$ cat config.mk
export PLATFORM = sky130hd
export DESIGN_NAME = bk_limb_add_seq
export DESIGN_NICKNAME = d
export VERILOG_FILES = /design/src/rtl/bk_limb_add_seq.sv
export SDC_FILE = /design/constraint.sdc
export NUM_CORES = 1
export LEC_CHECK = 0
export ABC_AREA = 1
export CORE_ASPECT_RATIO = 1.2
export CORE_UTILIZATION = 62
export CTS_CLUSTER_DIAMETER = 60
export DETAILED_ROUTE_END_ITERATION = 16
export DONT_BUFFER_PORTS = 1
export PLACE_DENSITY = 0.77
export SETUP_SLACK_MARGIN = 0.02
export SLEW_MARGIN = 15
export SYNTH_ARGS = -nofsm -noshare
export SYNTH_HDL_FRONTEND = slang
export SYNTH_SLANG_ARGS = --single-unit
$ cat constraint.sdc
create_clock -name clk -period 5.5 [get_ports clk]
set_input_delay 0.825 -clock clk [delete_from_list [all_inputs] [get_ports clk]]
set_output_delay 0.825 -clock clk [all_outputs]
set_load 0.01 [all_outputs]
$ cat src/rtl/bk_limb_add_seq.sv
// bk_limb_add_seq: multi-limb add sequencer around a 16-bit Brent-Kung adder.
//   Operands of 16*WORDS bits are accepted over in_valid/in_ready. The block
//   then feeds the external adder one 16-bit limb per cycle, LSB limb first,
//   and chains each limb's carry into the next. The result is returned over
//   out_valid/out_ready.
// Ports:
//   clk, rst                  clock, synchronous active-high reset
//   in_valid/in_ready         operand handshake (in_a, in_b, in_cin)
//   out_valid/out_ready       result handshake (out_sum, out_cout)
//   add_a/add_b/add_cin       limb operands to the adder
//   add_sum/add_cout          limb result from the adder
// BrentKung16bit (same file) is the combinational adder that is wired beside
// the sequencer at the next level up.
//
// state | meaning
// IDLE  | ready for operands
// RUN   | one limb per cycle through the adder, idx selects the limb
// DONE  | result held until the consumer takes it

module bk_limb_add_seq #(
  parameter int WORDS = 4
) (
  input  logic                  clk,
  input  logic                  rst,
  input  logic                  in_valid,
  output logic                  in_ready,
  input  logic [16*WORDS-1:0]   in_a,
  input  logic [16*WORDS-1:0]   in_b,
  input  logic                  in_cin,
  output logic                  out_valid,
  input  logic                  out_ready,
  output logic [16*WORDS-1:0]   out_sum,
  output logic                  out_cout,
  output logic [15:0]           add_a,
  output logic [15:0]           add_b,
  output logic                  add_cin,
  input  logic [15:0]           add_sum,
  input  logic                  add_cout
);

  localparam int W  = 16 * WORDS;
  localparam int IW = $clog2(WORDS);

  typedef enum logic [1:0] {IDLE, RUN, DONE} state_t;

  state_t          state_q, state_d;
  logic [W-1:0]    opa_q, opa_d, opb_q, opb_d, res_q, res_d;
  logic            cin_q, cin_d, carry_q, carry_d, cout_q, cout_d;
  logic [IW-1:0]   idx_q, idx_d;

  always_ff @(posedge clk) begin
    if (rst) begin
      state_q <= IDLE;
      opa_q   <= '0;
      opb_q   <= '0;
      res_q   <= '0;
      cin_q   <= 1'b0;
      carry_q <= 1'b0;
      cout_q  <= 1'b0;
      idx_q   <= '0;
    end else begin
      state_q <= state_d;
      opa_q   <= opa_d;
      opb_q   <= opb_d;
      res_q   <= res_d;
      cin_q   <= cin_d;
      carry_q <= carry_d;
      cout_q  <= cout_d;
      idx_q   <= idx_d;
    end
  end

  always_comb begin
    state_d   = state_q;
    opa_d     = opa_q;
    opb_d     = opb_q;
    res_d     = res_q;
    cin_d     = cin_q;
    carry_d   = carry_q;
    cout_d    = cout_q;
    idx_d     = idx_q;
    in_ready  = 1'b0;
    out_valid = 1'b0;
    add_a     = '0;
    add_b     = '0;
    add_cin   = 1'b0;

    case (state_q)
      IDLE: begin
        in_ready = 1'b1;
        if (in_valid) begin
          opa_d   = in_a;
          opb_d   = in_b;
          cin_d   = in_cin;
          idx_d   = '0;
          state_d = RUN;
        end
      end
      RUN: begin
        add_a   = opa_q[16*idx_q +: 16];
        add_b   = opb_q[16*idx_q +: 16];
        // limb 0 takes the external carry, later limbs the chained one
        add_cin = (idx_q == '0) ? cin_q : carry_q;
        res_d[16*idx_q +: 16] = add_sum;
        carry_d = add_cout;
        idx_d   = idx_q + 1'b1;
        if (idx_q == IW'(WORDS - 1)) begin
          cout_d  = add_cout;
          state_d = DONE;
        end
      end
      DONE: begin
        out_valid = 1'b1;
        if (out_ready) state_d = IDLE;
      end
      default: state_d = IDLE;
    endcase

    // outputs read as idle-zero while reset is held
    if (rst) begin
      in_ready  = 1'b0;
      out_valid = 1'b0;
      add_a     = '0;
      add_b     = '0;
      add_cin   = 1'b0;
    end
  end

  assign out_sum  = res_q;
  assign out_cout = cout_q;

endmodule


==> impl_metrics.tcl, run 1 <==
set metrics [dict create \
    yosys_warnings 0 \
    synth.distinct_cells 24 \
    tightest_slew_ns 1.030 \
    finalPower_mw 3.084 \
    fmax_mhz 299.6 \
    ant_nets 0 \
    io_pins 250 \
    pwr-share-clk_pct 38.0 \
    cpMaxStageDelayCell "ha_1" \
    antenna_found_initial 3 \
    grt-ovfl-total 0 \
    drtIter0Drc 565 \
    status "completed" \
    fin_nets 1218 \
    start_kind "register" \
    htreeDepth 4 \
    combPwrFrac_pct 10.7 \
    clock_latency_ns 0.44 \
    postCtsHoldBufs 0 \
    dp_hpwl_mm 13.52 \
    slew_violations 0 \
    endpoint_kind "output port" \
    period_minus_slack_ns 3.337 \
    fin_cells 1246 \
    route.vias.total 7123 \
    worst_ep_arrival_time_ns 2.51 \
    postCtsSetupRepairBufs 0 \
    finClkSkew_ns 0.006315 \
    synth_nets 1281 \
    dieArea_sq_mm 0.01400 \
    synthCells 1126 \
    p_per_area_mw_per_mm2 352.3 \
    viasPerCell 5.717 \
    die_w_um 108.2 \
    cp_max_fo 56 \
    finalSetupTns_ns 0 \
    yosysSeqAreaShare_pct 47.51 \
    core-area_sq_mm 0.01318 \
    drive_above_1_share_pct 5.204 \
    placedCellCount 1212 \
    switchingPower_uw 846.8 \
    crit_chain "inv_4, ha_1, nand2_1, a21oi_1" \
    synthToLayoutAreaGrowth_pct 4.372 \
    cts_buffer_depth 2 \
    critPathMaxStageDelay_ns 0.85 \
    cts_tree "built" \
    drc_errors 0 \
    setup_violations 0 \
    layout_common_cells "199 x nand2_1, 198 x dfxtp_1, 163 x a21oi_1, 151 x nor2_1, 118 x o21ai_0" \
    wl_per_cell_um 16.23 \
    clkSlewWorstSetupHoldPaths_ns 0.07 \
    crit_type "register to output port" \
    sequentialPowerShare_pct 51.3 \
    initial_utilization_pct 63.62 \
    p_leak_nw 3.129 \
    cts_sinks 199 \
    fin_crit_sh_pct 60.68 \
    p_int_mw 2.237 \
    wl_mm 20.22 \
    ys_ff_latch 199 \
    placed_area_sq_mm 0.008193 \
    cp.required_ns 4.68 \
    first_pass_iters 7 \
    max-slew-margin-rel_pct 31.36 \
    ir_drop_mv 0.2388 \
    swShare_pct 27.46 \
    hp-class "input pin to register" \
    die_y_um 129.4 \
    drv_cap 0 \
    rsz0062_at_grt "false" \
    grt_pass1_vias 6420 \
    grt_pass1_wl_mm 31.31 \
    grt_max_degree 134 \
    mostFrequentLayoutCell "nand2_1" \
    final_area_sq_mm 0.008752 \
    grt_use_total_pct 29.11 \
    numCtsBuffers 17 \
    cts_resized 0 \
    synth_area_sq_mm 0.008386 \
    routabilityCongestion 0.9572 \
    hold_viol_final 0 \
    numPortBuffers 0 \
    num_rows 46 \
    root_buffer "clkbuf_16" \
    syn_avg_cell_area_sq_um 7.447 \
]
## power by group through the flow
stage | sequential, mW | clock, mW | combinational [mW]
final | 1.58 | 1.17 | 0.330
after global routing | 1.59 | 1.24 | 0.381
after CTS | 1.58 | 1.18 | 0.331
after detailed placement | 1.61 | 0 | 0.330
after global placement | 1.61 | 0 | 0.322
after floorplan | 1.59 | 0 | 0.305
## through the flow
stage / hold slack, ns / setup WS, ns / utilization (%)
5_1_grt: 0.4292 / 1.905 / 66.40
2_1_floorplan: 0.4286 / 2.960 / -
4_1_cts: 0.4380 / 2.163 / 66.37
3_5_place_dp: 0.4458 / 2.644 / 62.16
3_3_place_gp: 0.4412 / 2.656 / 62.16
6_report: 0.4458 / 2.163 / 66.40
## Yosys cell counts, drive strengths merged
cell / number / area share (%)
clkbuf: 32 / 1.4
o211ai: 64 / 5.7
inv: 91 / 4.1
nor3: 16 / 0.95
o21ai: 131 / 7.8
buf: 57 / 4.0
o22ai: 2 / 0.15
nand3: 8 / 1.2
o21a: 2 / 0.18
a21oi: 163 / 9.7
dfxtp: 199 / 48
ha: 5 / 0.75
nand2: 200 / 9.0
nor2: 156 / 7.4
## cells by family after synthesis
family,count (synthesis),share of synthesized area [%]
buffers and inverters,180,9.609
DFF,199,47.51
and+or+nand+nor,380,18.53
AOI/OAI and AO/OA,362,23.60
adders and majority gates,5,0.7460
## metal layers
metal | routed length (um) | vias to the layer above | GRT usage, %
li1 | - | 3569 | -
met1 | 7545 | 3204 | 32.03
met2 | 9871 | 284 | 48.33
met3 | 1969 | 64 | 11.42
met4 | 819 | 2 | 15.31
met5 | 13 | - | 0
## worst paths after layout
check,startpoint,end,slack [ns],cells after the start
setup / recovery,idx_q[0],add_cin,2.16,4
setup reg to reg,idx_q[0],out_sum[15],2.96,6
hold / removal,rst,out_sum[1],0.45,1
hold reg to reg,opb_q[63],opb_q[63],0.45,2
## layout make-up
class	instances	area [sq um]
Clock inverter	14	115.1
Timing Repair Buffer	7	52.55
Multi-Input combinational cell	747	3596
Fill cell	1199	4428
Clock buffer	18	439.2
Antenna cell	2	5.005
Sequential cell	199	3988
Tap cell	168	210.2
Inverter	91	346.6
## registers in the layout, summed over array words and instances (netlist names)
name      cells
out_sum      64
out_cout      1
cin_q         1
opa_q        64
state_q       2
carry_q       1
opb_q        64
idx_q         2
## critical path: cells and delay by family (launching register included)
family / cells / cell delay, ns
compound gates: 1 / 0.34
fa+ha+maj: 1 / 0.85
flops: 1 / 0.52
simple gates: 1 / 0.11
buf+inv: 1 / 0.25
Power figures use the tool's default switching activity.
==> inputs of run 2 (changes only) <==
==> constraint.sdc (replaced) <==
create_clock -name clk -period 3.1 [get_ports clk]
set_input_delay 0.465 -clock clk [delete_from_list [all_inputs] [get_ports clk]]
set_output_delay 0.465 -clock clk [all_outputs]
set_load 0.01 [all_outputs]
==> impl_metrics.tcl, run 2 (synthesized netlist as in run 1, its figures left out) <==
set metrics [dict create \
    setup_violations 0 \
    finClkSkew_ns 0.005649 \
    cts_resized 0 \
    cts_sinks 199 \
    numPortBuffers 0 \
    crit_type "register to output port" \
    ant_nets 0 \
    layout_common_cells "199 x nand2_1, 198 x dfxtp_1, 163 x a21oi_1, 151 x nor2_1, 118 x o21ai_0" \
    cts_buffer_depth 2 \
    cts_tree "built" \
    final_util_pct 68.31 \
    grt-ovfl-total 0 \
    clkSlewWorstSetupHoldPaths_ns 0.07 \
    finalSetupTns_ns 0 \
    nFillCells 1151 \
    cp.required_ns 2.63 \
    drive_above_1_share_pct 7.921 \
    wl_mm 20.35 \
    route.vias.total 7264 \
    wl_per_cell_um 15.87 \
    synthToLayoutAreaGrowth_pct 7.371 \
    finalPower_mw 5.419 \
    slew_violations 0 \
    first_pass_iters 5 \
    clock_latency_ns 0.43 \
    drc_errors 0 \
    dp_hpwl_mm 13.75 \
    num_rows 46 \
    drv_cap 0 \
    p_leak_nw 3.306 \
    start_kind "register" \
    fmax_mhz 351.4 \
    dieArea_sq_mm 0.01400 \
    antenna_found_initial 3 \
    postCtsHoldBufs 0 \
    fin_nets 1253 \
    routabilityCongestion 0.9148 \
    grt_max_degree 195 \
    htreeDepth 4 \
    status "completed" \
    die_y_um 129.4 \
    tightest_slew_ns 0.7409 \
    reg2reg_slack_ns 0.79 \
    viasPerCell 5.666 \
    postCtsSetupRepairBufs 0 \
    mostFrequentLayoutCell "nand2_1" \
    grt_pass1_vias 6384 \
    fin_crit_sh_pct 91.80 \
    die_w_um 108.2 \
    initial_utilization_pct 63.62 \
    max-slew-margin-rel_pct 50.43 \
    grt_pass1_wl_mm 30.72 \
    numCtsBuffers 17 \
    io_pins 250 \
    period_minus_slack_ns 2.846 \
    grt_use_total_pct 28.44 \
    ir_drop_mv 0.3917 \
    p_per_area_mw_per_mm2 601.9 \
    rsz0062_at_grt "false" \
    endpoint_kind "output port" \
    root_buffer "clkbuf_16" \
    drtIter0Drc 625 \
    hp-class "input pin to register" \
    worst_ep_arrival_time_ns 2.38 \
    hold_viol_final 0 \
    core-area_sq_mm 0.01318 \
    cp_max_fo 34 \
]
[run 2: cell count changes in the layout (fill, tap and decap cells not counted), sizes merged]
| cell | before | now |
|---|---|---|
| clkinv | 6 | 7 |
| clkinvlp | 2 | 3 |
| clkbuf | 18 | 21 |
| diode | 2 | 3 |
| buf | 7 | 42 |
| inv | 97 | 92 |
[run 2: through the flow]
stage / cells / cell area (sq um) / setup slack [ns] / hold slack (ns)
6_report: 1282 / 9004 / 0.2543 / 0.09375
5_1_grt: 1282 / 9004 / 0.09645 / 0.07902
4_1_cts: 1279 / 8996 / 0.2547 / 0.08111
3_5_place_dp: 1247 / 8468 / 0.7357 / 0.4434
3_3_place_gp: 1247 / 8468 / 0.7745 / 0.4391
2_1_floorplan: 1126 / 8386 / 0.9205 / 0.4286
[run 2: cell type report]
type / count / area [sq um] / share of cell area, %
well taps: 168 / 210.2 / 2.335
inverters: 91 / 346.6 / 3.849
repair buffers: 42 / 327.8 / 3.641
clock inverters: 11 / 77.57 / 0.8616
multi-input cells: 747 / 3596 / 39.94
diodes: 3 / 7.507 / 0.08338
flip-flops and latches: 199 / 3988 / 44.29
clock buffers: 21 / 450.4 / 5.003
[run 2: per-layer routing]
metal	vias up	part of all wire, %	track usage (%)
li1	3642	-	-
met1	3286	39	32.05
met2	289	49	48.18
met3	47	8.9	8.753
met4	0	3.1	14.75
met5	-	0	0
[run 2: report_power, final]
group / leakage [nW] / internal [mW] / switching [mW]
clock network: 0.253 / 1.05 / 0.950
logic: 1.42 / 0.210 / 0.406
registers: 1.64 / 2.72 / 0.0912
[run 2: worst paths after layout]
path	from	to	depth (start not counted)
setup / recovery	state_q[0]	add_b[15]	5
hold / removal	rst	out_sum[1]	1
setup reg to reg	idx_q[0]	out_sum[14]	7
hold reg to reg	opa_q[21]	opa_q[21]	2
[run 2: worst max-delay path, cell delays in order, from the launching register on]
cell	delay, ns
dfxtp_1	0.60
inv_2	0.12
nor2_2	0.20
nand2_2	0.46
a21oi_1	0.39
buf_4	0.18
